**src/rtl/fp_norm_round_pipe.sv**
```systemverilog
// Two-stage normalise-and-round unit for the FPU add/sub path.
// Stage 1 normalises the raw adder result; stage 2 rounds, saturates and packs.
module fp_norm_round_pipe #(
  parameter int EXP_W  = 8,
  parameter int MANT_W = 23
) (
  input  logic                      clk,
  input  logic                      reset,
  input  logic                      in_valid,
  output logic                      in_ready,
  input  logic [MANT_W+3:0]         in_mant,
  input  logic                      in_carry,
  input  logic [EXP_W-1:0]          in_exp,
  input  logic                      in_sign,
  input  logic [1:0]                in_rm,
  output logic                      out_valid,
  input  logic                      out_ready,
  output logic [EXP_W+MANT_W:0]     out_r,
  output logic [3:0]                out_flags
);

  localparam int MW  = MANT_W + 4;
  localparam int XW  = EXP_W + 2;
  localparam int LZW = $clog2(MW + 1);
  localparam logic signed [XW-1:0] EXP_ALL1 = XW'((2 ** EXP_W) - 1);
  localparam logic signed [XW-1:0] EXP_ZERO = '0;

  localparam logic [1:0] RM_RNE = 2'b00;
  localparam logic [1:0] RM_RTZ = 2'b01;
  localparam logic [1:0] RM_RUP = 2'b10;
  localparam logic [1:0] RM_RDN = 2'b11;

  logic                 s1_valid;
  logic [MW-1:0]        s1_mant;
  logic signed [XW-1:0] s1_exp;
  logic                 s1_sign;
  logic [1:0]           s1_rm;
  logic                 s1_zero;

  logic s1_adv;
  logic s2_adv;

  assign s2_adv   = ~out_valid | out_ready;
  assign s1_adv   = ~s1_valid | s2_adv;
  assign in_ready = s1_adv;

  logic [LZW-1:0]       lz;
  logic                 lz_found;
  logic [MW-1:0]        norm_mant;
  logic signed [XW-1:0] norm_exp;
  logic                 norm_zero;

  always_comb begin
    lz       = '0;
    lz_found = 1'b0;
    for (int i = MW - 1; i >= 0; i--) begin
      if (!lz_found) begin
        if (in_mant[i]) lz_found = 1'b1;
        else            lz = lz + LZW'(1);
      end
    end
  end

  always_comb begin
    norm_mant = in_mant << lz;
    norm_exp  = XW'(in_exp) - XW'(lz);
    norm_zero = 1'b0;
    if (in_carry) begin
      // carry becomes the hidden bit; the bit shifted out folds into sticky
      norm_mant = {1'b1, in_mant[MW-1:2], in_mant[1] | in_mant[0]};
      norm_exp  = XW'(in_exp) + XW'(1);
    end else if (in_mant == '0) begin
      norm_mant = '0;
      norm_exp  = '0;
      norm_zero = 1'b1;
    end
  end

  logic                 inexact;
  logic                 rnd_inc;
  logic [MANT_W+1:0]    rnd_sum;
  logic signed [XW-1:0] rnd_exp;
  logic [MANT_W-1:0]    rnd_frac;
  logic                 to_inf;
  logic [EXP_W+MANT_W:0] res_r;
  logic [3:0]           res_f;

  assign inexact = |s1_mant[2:0];

  always_comb begin
    unique case (s1_rm)
      RM_RNE:  rnd_inc = s1_mant[2] & (s1_mant[1] | s1_mant[0] | s1_mant[3]);
      RM_RTZ:  rnd_inc = 1'b0;
      RM_RUP:  rnd_inc = ~s1_sign & inexact;
      RM_RDN:  rnd_inc = s1_sign & inexact;
      default: rnd_inc = 1'b0;
    endcase
  end

  assign rnd_sum  = {1'b0, s1_mant[MW-1:3]} + (MANT_W+2)'(rnd_inc);
  // top two sum bits are 2'b01 normally and 2'b10 on round carry: exp += top-1
  assign rnd_exp  = s1_exp + XW'(rnd_sum[MANT_W+1:MANT_W]) - XW'(1);
  assign rnd_frac = rnd_sum[MANT_W+1] ? '0 : rnd_sum[MANT_W-1:0];

  always_comb begin
    to_inf = 1'b0;
    unique case (s1_rm)
      RM_RNE:  to_inf = 1'b1;
      RM_RTZ:  to_inf = 1'b0;
      RM_RUP:  to_inf = ~s1_sign;
      RM_RDN:  to_inf = s1_sign;
      default: to_inf = 1'b0;
    endcase
  end

  always_comb begin
    res_r = {s1_sign, rnd_exp[EXP_W-1:0], rnd_frac};
    res_f = {2'b00, inexact, 1'b0};
    if (s1_zero) begin
      res_r = {s1_sign, {(EXP_W+MANT_W){1'b0}}};
      res_f = 4'b0001;
    end else if (rnd_exp >= EXP_ALL1) begin
      res_f = 4'b1010;
      if (to_inf) res_r = {s1_sign, {EXP_W{1'b1}}, {MANT_W{1'b0}}};
      else        res_r = {s1_sign, {(EXP_W-1){1'b1}}, 1'b0, {MANT_W{1'b1}}};
    end else if (rnd_exp <= EXP_ZERO) begin
      res_r = {s1_sign, {(EXP_W+MANT_W){1'b0}}};
      res_f = 4'b0111;
    end
  end

  always_ff @(posedge clk or posedge reset) begin
    if (reset) begin
      s1_valid  <= 1'b0;
      s1_mant   <= '0;
      s1_exp    <= '0;
      s1_sign   <= 1'b0;
      s1_rm     <= '0;
      s1_zero   <= 1'b0;
      out_valid <= 1'b0;
      out_r     <= '0;
      out_flags <= '0;
    end else begin
      if (s1_adv) begin
        s1_valid <= in_valid;
        if (in_valid) begin
          s1_mant <= norm_mant;
          s1_exp  <= norm_exp;
          s1_sign <= in_sign;
          s1_rm   <= in_rm;
          s1_zero <= norm_zero;
        end
      end
      if (s2_adv) begin
        out_valid <= s1_valid;
        if (s1_valid) begin
          out_r     <= res_r;
          out_flags <= res_f;
        end
      end
    end
  end

endmodule

```
**config.mk**
```make
export PLATFORM = sky130hd
export DESIGN_NAME = fp_norm_round_pipe
export DESIGN_NICKNAME = d
export VERILOG_FILES = /design/src/rtl/fp_norm_round_pipe.sv
export SDC_FILE = /design/constraint.sdc
export NUM_CORES = 1
export LEC_CHECK = 0
export ABC_AREA = 1
export CAP_MARGIN = 20
export CORE_ASPECT_RATIO = 0.5
export CORE_MARGIN = 2
export CORE_UTILIZATION = 50
export CTS_CLUSTER_SIZE = 28
export DETAILED_ROUTE_END_ITERATION = 8
export PLACE_DENSITY = 0.71
export SETUP_SLACK_MARGIN = 0.1
export SYNTH_ARGS = -nofsm -noshare
export SYNTH_HDL_FRONTEND = slang
export SYNTH_SLANG_ARGS = --single-unit
```
**constraint.sdc**
```tcl
create_clock -name clk -period 7.5 [get_ports clk]
set_clock_uncertainty 0.15 [all_clocks]
set_input_delay 0.75 -clock clk [delete_from_list [all_inputs] [get_ports clk]]
set_output_delay 0.75 -clock clk [all_outputs]
set_load 0.01 [all_outputs]
```
== After elaboration in Yosys (flattened, before gate mapping) ==
Cells that the tools add are included.
Storage, ports and cells
  bits in registers: 79
  bits of input ports: 43
  output and inout bits: 38
  word-level logic and storage cells: 182
Operators by class
  add/subtract/negate cells: 31
  order comparisons: 2
  equal/unequal tests: 3
  shifts and indexed selects: 1
  muxes and demuxes: 120
  bitwise logic cells: 11
  reductions and logical operators: 5
Operator list (number)
  5-bit 2-to-1 mux: 52
  5-bit by 1-bit adder with 5-bit output (second input constant): 26
  31-bit 2-to-1 mux: 3
  1-bit 2-to-1 mux: 54
  27-bit 2-to-1 mux: 2
  27-bit logical NOT: 1
  27-bit by 5-bit left shift with 27-bit output: 1
  24-bit by 1-bit adder with 25-bit output: 1
  24-bit 2-to-1 mux: 1
  23-bit 2-to-1 mux: 1
  10-bit 2-to-1 mux: 2
  10-bit by 2-bit adder with 10-bit output: 1
  10-bit by 9-bit >= comparator with 1-bit output (second input constant): 1
  10-bit by 1-bit <= comparator with 1-bit output (second input constant): 1
  10-bit by 1-bit subtractor with 10-bit output (second input constant): 1
  8-bit by 1-bit adder with 9-bit output (second input constant): 1
  8-bit by 5-bit subtractor with 9-bit output: 1
  4-bit 2-to-1 mux: 2
  1-bit one-hot mux with 4 select lines: 2
  1-bit OR: 5
  2-bit == test (second input constant): 2
  2-bit AND reduction: 2
  1-bit AND: 3
  3-bit 2-to-1 mux: 1
  4 further kinds: 6

== Logic depth before layout (Yosys ltp) ==
  depth in word-level cells: 82
  mapped depth: 104
  mapped depth without buffers: 103

== Worst setup path before layout ==
OpenSTA, ideal clock, no wires.
  path kind: input to register
  start point: in in_mant[25]
  end point: reg s1_exp[7]
  library setup time: 138 ps
  data arrival time: 14496 ps
  required time: 7212 ps
  slack: -7284 ps
  stages: 104
  buffers on the path: 1
  cells stage by stage: inv_1 -> a21oi_1 -> ha_1 -> nor3_1 -> nor2_1 -> ha_1 -> inv_1 -> a21oi_1 -> nand2_1 -> inv_1 -> ha_1 -> nand2_1 -> nand2_1 -> ha_1 -> inv_1 -> nand2_1 -> nand2_1 -> inv_1 -> [68 not listed] -> ha_1 -> inv_1 -> nor2_1 -> inv_1 -> nand2_4 -> nand2_4 -> buf_2 -> ha_1 -> a21oi_1 -> o21ai_0 -> nand2_1 -> nand2_1 -> a21oi_1 -> nand3_1 -> inv_1 -> a21oi_1 -> o21ai_0 -> a22oi_1
Between the ends
  longest elaborated chain between the ends: 80
  elaborated cells on any way between the ends: 107
  classes of those cells: add/sub: 26; mux: 80; reduce/logical: 1
Ends and longest elaborated chain
  start, declared: line 11  | input logic [MANT_W+3:0] in_mant,
  5-bit 2-to-1 mux: line 58  | if (in_mant[i]) lz_found = 1'b1;
  5-bit 2-to-1 mux: line 57  | if (!lz_found) begin
  5-bit by 1-bit adder with 5-bit output: line 59  | else lz = lz + LZW'(1);
  5-bit 2-to-1 mux: line 58
  5-bit 2-to-1 mux: line 57
  5-bit by 1-bit adder with 5-bit output: line 59
  5-bit 2-to-1 mux: line 58
  5-bit 2-to-1 mux: line 57
  [64 not listed]
  5-bit 2-to-1 mux: line 58
  5-bit 2-to-1 mux: line 57
  5-bit by 1-bit adder with 5-bit output: line 59
  5-bit 2-to-1 mux: line 58
  5-bit 2-to-1 mux: line 57
  8-bit by 5-bit subtractor with 9-bit output: line 66  | norm_exp = XW'(in_exp) - XW'(lz);
  10-bit 2-to-1 mux *: line 72  | end else if (in_mant == '0) begin
  10-bit 2-to-1 mux *: line 68  | if (in_carry) begin
  end signal, assigned: line 148  | s1_exp <= norm_exp;
  end, declared: line 35  | logic signed [XW-1:0] s1_exp;
Every way passes the cells marked *; elsewhere a longest branch is shown, timed or not.
A chain may end at the register's enable or synchronous reset.

== Worst setup path after layout ==
  start point: in in_mant[25]
  end point: reg s1_exp[6]
The elaborated chain is that of the path after synthesis.

==> results.yml <==
outcome:
  status: "complete, but fails checks"
  violations: "negative setup slack"
grt:
  gr-total-overflow: 0
  grt_pass1_vias: 10300
  grt_pass1_wl_um: 49300
  grt.total_usage: 0.307
  grt_max_degree: 80
  antenna_found_initial: 0
worst_setup_path:
  max_stage_delay_ns: 0.39
  worstPathMaxFanout: 3
  crit_path_frequent_cell: "ha_4"
  path_class: "input pin to flip-flop"
  start_kind: "input pin"
  critical_path.slowest_cell: "fa_2"
  end_kind: "flip-flop"
  crit_required_ns: 7.61
  cp.arrival_ns: 13.61
synth:
  synth.top_cell.area_share: 0.214
  yosysSeqAreaShare: 0.214
  synthesis.area_um2: 9240
  dominantRegCellSynth: "dfrtp_1"
  yosys.cell_types.count: 56
  synth_top_cell_by_area: "dfrtp_1"
  yosys-top-cells-area: "dfrtp_1 (21%), nand2_1 (16%), inv_1 (9.7%), nand3_1 (6.3%), nor2_1 (5.8%)"
  ys_seq_elements: 79
  synthesis.instances: 1499
  ys.warnings.count: 0
  synth_edf_count: 0
  ys_async_sr_fraction: 1.00
  syn_avg_cell_area_um2: 6.17
  synthesis.nets: 1586
floorplanning:
  row_count: 35
  dieArea_um2: 19700
  die_x_um: 196
  start_util: 0.506
  design.core.area_um2: 18300
  pin_count: 81
  die_y_um: 100
sta:
  max_freq_ghz: 0.0740
  min_period_ns: 13.51
  finalCritPeriodShare: 1.80
  fin_ws_ns: -6.01
  setup_violations: 37
  rsz0062_at_grt: "true"
  maxSlewHeadroom: 0.353
  worst_pin_slew_ns: 0.970
  hold_viol: 0
  hold_ws_ns: 0.329
  drv_slew: 0
place:
  hpwlAfterDp_um: 23400
  placed_cells: 2023
  place_area_um2: 12200
  portBuffers: 80
  gp_congestion: 0.955
final_layout:
  nets: 1931
  syn_to_final_growth_pct: 50.9
  diodes: 0
  fin_cells: 2089
  drive_gt1_frac: 0.336
  nFillCells: 1436
  register_area_um2: 1980
  multi_input_area_um2: 7200
  finalInstanceArea_um2: 14000
routing:
  wl_um: 31500
  vias: 11100
  via_per_inst: 5.29
  drt_pre_antenna_iters: 6
  antenna_left: 0
  routedWlPerCell_um: 15.1
  drtIter0Drc: 625
  drcViolationCount: 0
clock_network:
  htree_num_levels: 3
  cts_max_path_buffers: 2
  path_clk_slew_ns: 0.06
  cts-buffers-inserted: 9
  cts_root_buf: "clkbuf_16"
  clk_latency_ns: 0.34
  cts_tree: "done"
  cts_sinks: 79
  hold_buffers: 0
hold_path:
  min_path_type: "flip-flop to flip-flop"
power:
  power.density_nw_per_um2: 165
  peakVddDrop_mv: 0.128
  p_leak_nw: 7.07
flow_run:
  drv_cap: 0
critical path, delay by kind of cell:
kind | cells | cell delay, ns
compound gates | 14 | 1.99
xor+xnor | 1 | 0.15
fa+ha+maj | 25 | 5.97
buf+inv | 21 | 1.31
simple gates | 39 | 3.45
metrics by stage:
step | setup TNS, ns | util | power, mW | setup slack, ns
floorplan | -204.33 | - | 1.23 | -6.20
global placement | -243.13 | 0.667 | 1.64 | -6.95
detailed placement | -257.72 | 0.667 | 1.67 | -7.41
CTS | -223.79 | 0.717 | 2.20 | -6.43
global route | -232.46 | 0.764 | 2.44 | -6.63
finish | -210.31 | 0.764 | 2.30 | -6.01
metal layers:
layer	global-route usage	share of wire	vias to the layer above
li1	-	-	5534
met3	0.0289	0.052	50
met5	0	0	-
met4	0.0717	0.018	0
met2	0.513	0.46	335
met1	0.432	0.47	5134
cells by family (layout without fill, tap and decap cells):
logic type	Yosys count	in the layout	share of synthesized area
multiplexers	2	2	0.00230
adder cells (fa/ha/maj)	44	44	0.0612
flip-flops	79	79	0.214
AO/OA/AOI/OAI	251	251	0.161
buffers and inverters	295	645	0.127
AND/OR/NAND/NOR	796	796	0.402
XOR/XNOR	32	32	0.0332
worst paths after layout:
kind | startpoint | end | slack [ns] | cells past startpoint
setup / recovery | in_mant[25] | s1_exp[6] | -6.01 | 100
hold / removal | out_r[23] | out_r[23] | 0.33 | 2
setup reg to reg | s1_mant[1] | out_r[21] | 0.62 | 35
hold reg to reg | out_r[23] | out_r[23] | 0.33 | 2
max in group asynchronous | reset | s1_exp[0] | 5.69 | 3
min in group asynchronous | reset | out_r[8] | 0.89 | 3
layout make-up:
type	instances	share of cell area
clock buffers	10	0.0171
repair inverters	1	0.000538
repair buffers	369	0.225
multi-input cells	1125	0.516
inverters	259	0.0717
flip-flops and latches	79	0.142
well taps	240	0.0215
clock inverters	6	0.00664
synthesized netlist by cell type, types with 3 or more instances:
cell,n
xor2_1,22
nand3b_1,6
a21oi_1,76
o21bai_1,4
nor3_1,15
a32o_1,19
a22oi_1,11
o21ai_0,93
or2_1,5
buf_6,4
nand3_4,4
xnor2_1,8
ha_1,42
nand2_4,5
nor2_2,10
nor4_1,5
nor2_4,12
clkbuf_1,24
inv_1,239
o31ai_1,5
nor2_1,142
nand3_1,117
o21ai_1,15
nand2_2,27
a31oi_1,5
buf_2,4
or2_2,4
nand3_2,14
dfrtp_1,79
a22o_1,3
nand4_1,27
a21oi_2,11
inv_2,18
nand2_1,395
power breakdown:
group / leakage (nW) / switching, mW / internal [mW]
clock: 0.155 / 0.175 / 0.302
combinational: 5.97 / 0.648 / 0.535
sequential: 0.944 / 0.0898 / 0.551
total: 7.07 / 0.913 / 1.39
cells in the final DEF (no fill, tap or decap), types with 35 or more instances in the layout:
cell and count:
nand2_1 341, o21ai_0 67, nand3_1 100, a21oi_1 58
inv_2 35, dfrtp_1 79, inv_1 217, buf_4 270
nand2_2 60, clkdlybuf4s50_1 75, nor2_1 122
sequential cells by signal, summed over array words and instances, names as in the netlist:
| register | cells |
|---|---|
| s1_exp | 10 |
| s1_sign | 1 |
| s1_mant | 27 |
| s1_valid | 1 |
| out_flags | 4 |
| out_valid | 1 |
| s1_zero | 1 |
| out_r | 32 |
| s1_rm | 2 |
timing repair:
item,4_1_cts,5_1_grt
gates resized for setup,103,160
setup buffers,31,17
pin swaps,90,117
gates cloned,1,4
setup endpoints to repair,37,65
(Power assumes the default switching activity.)
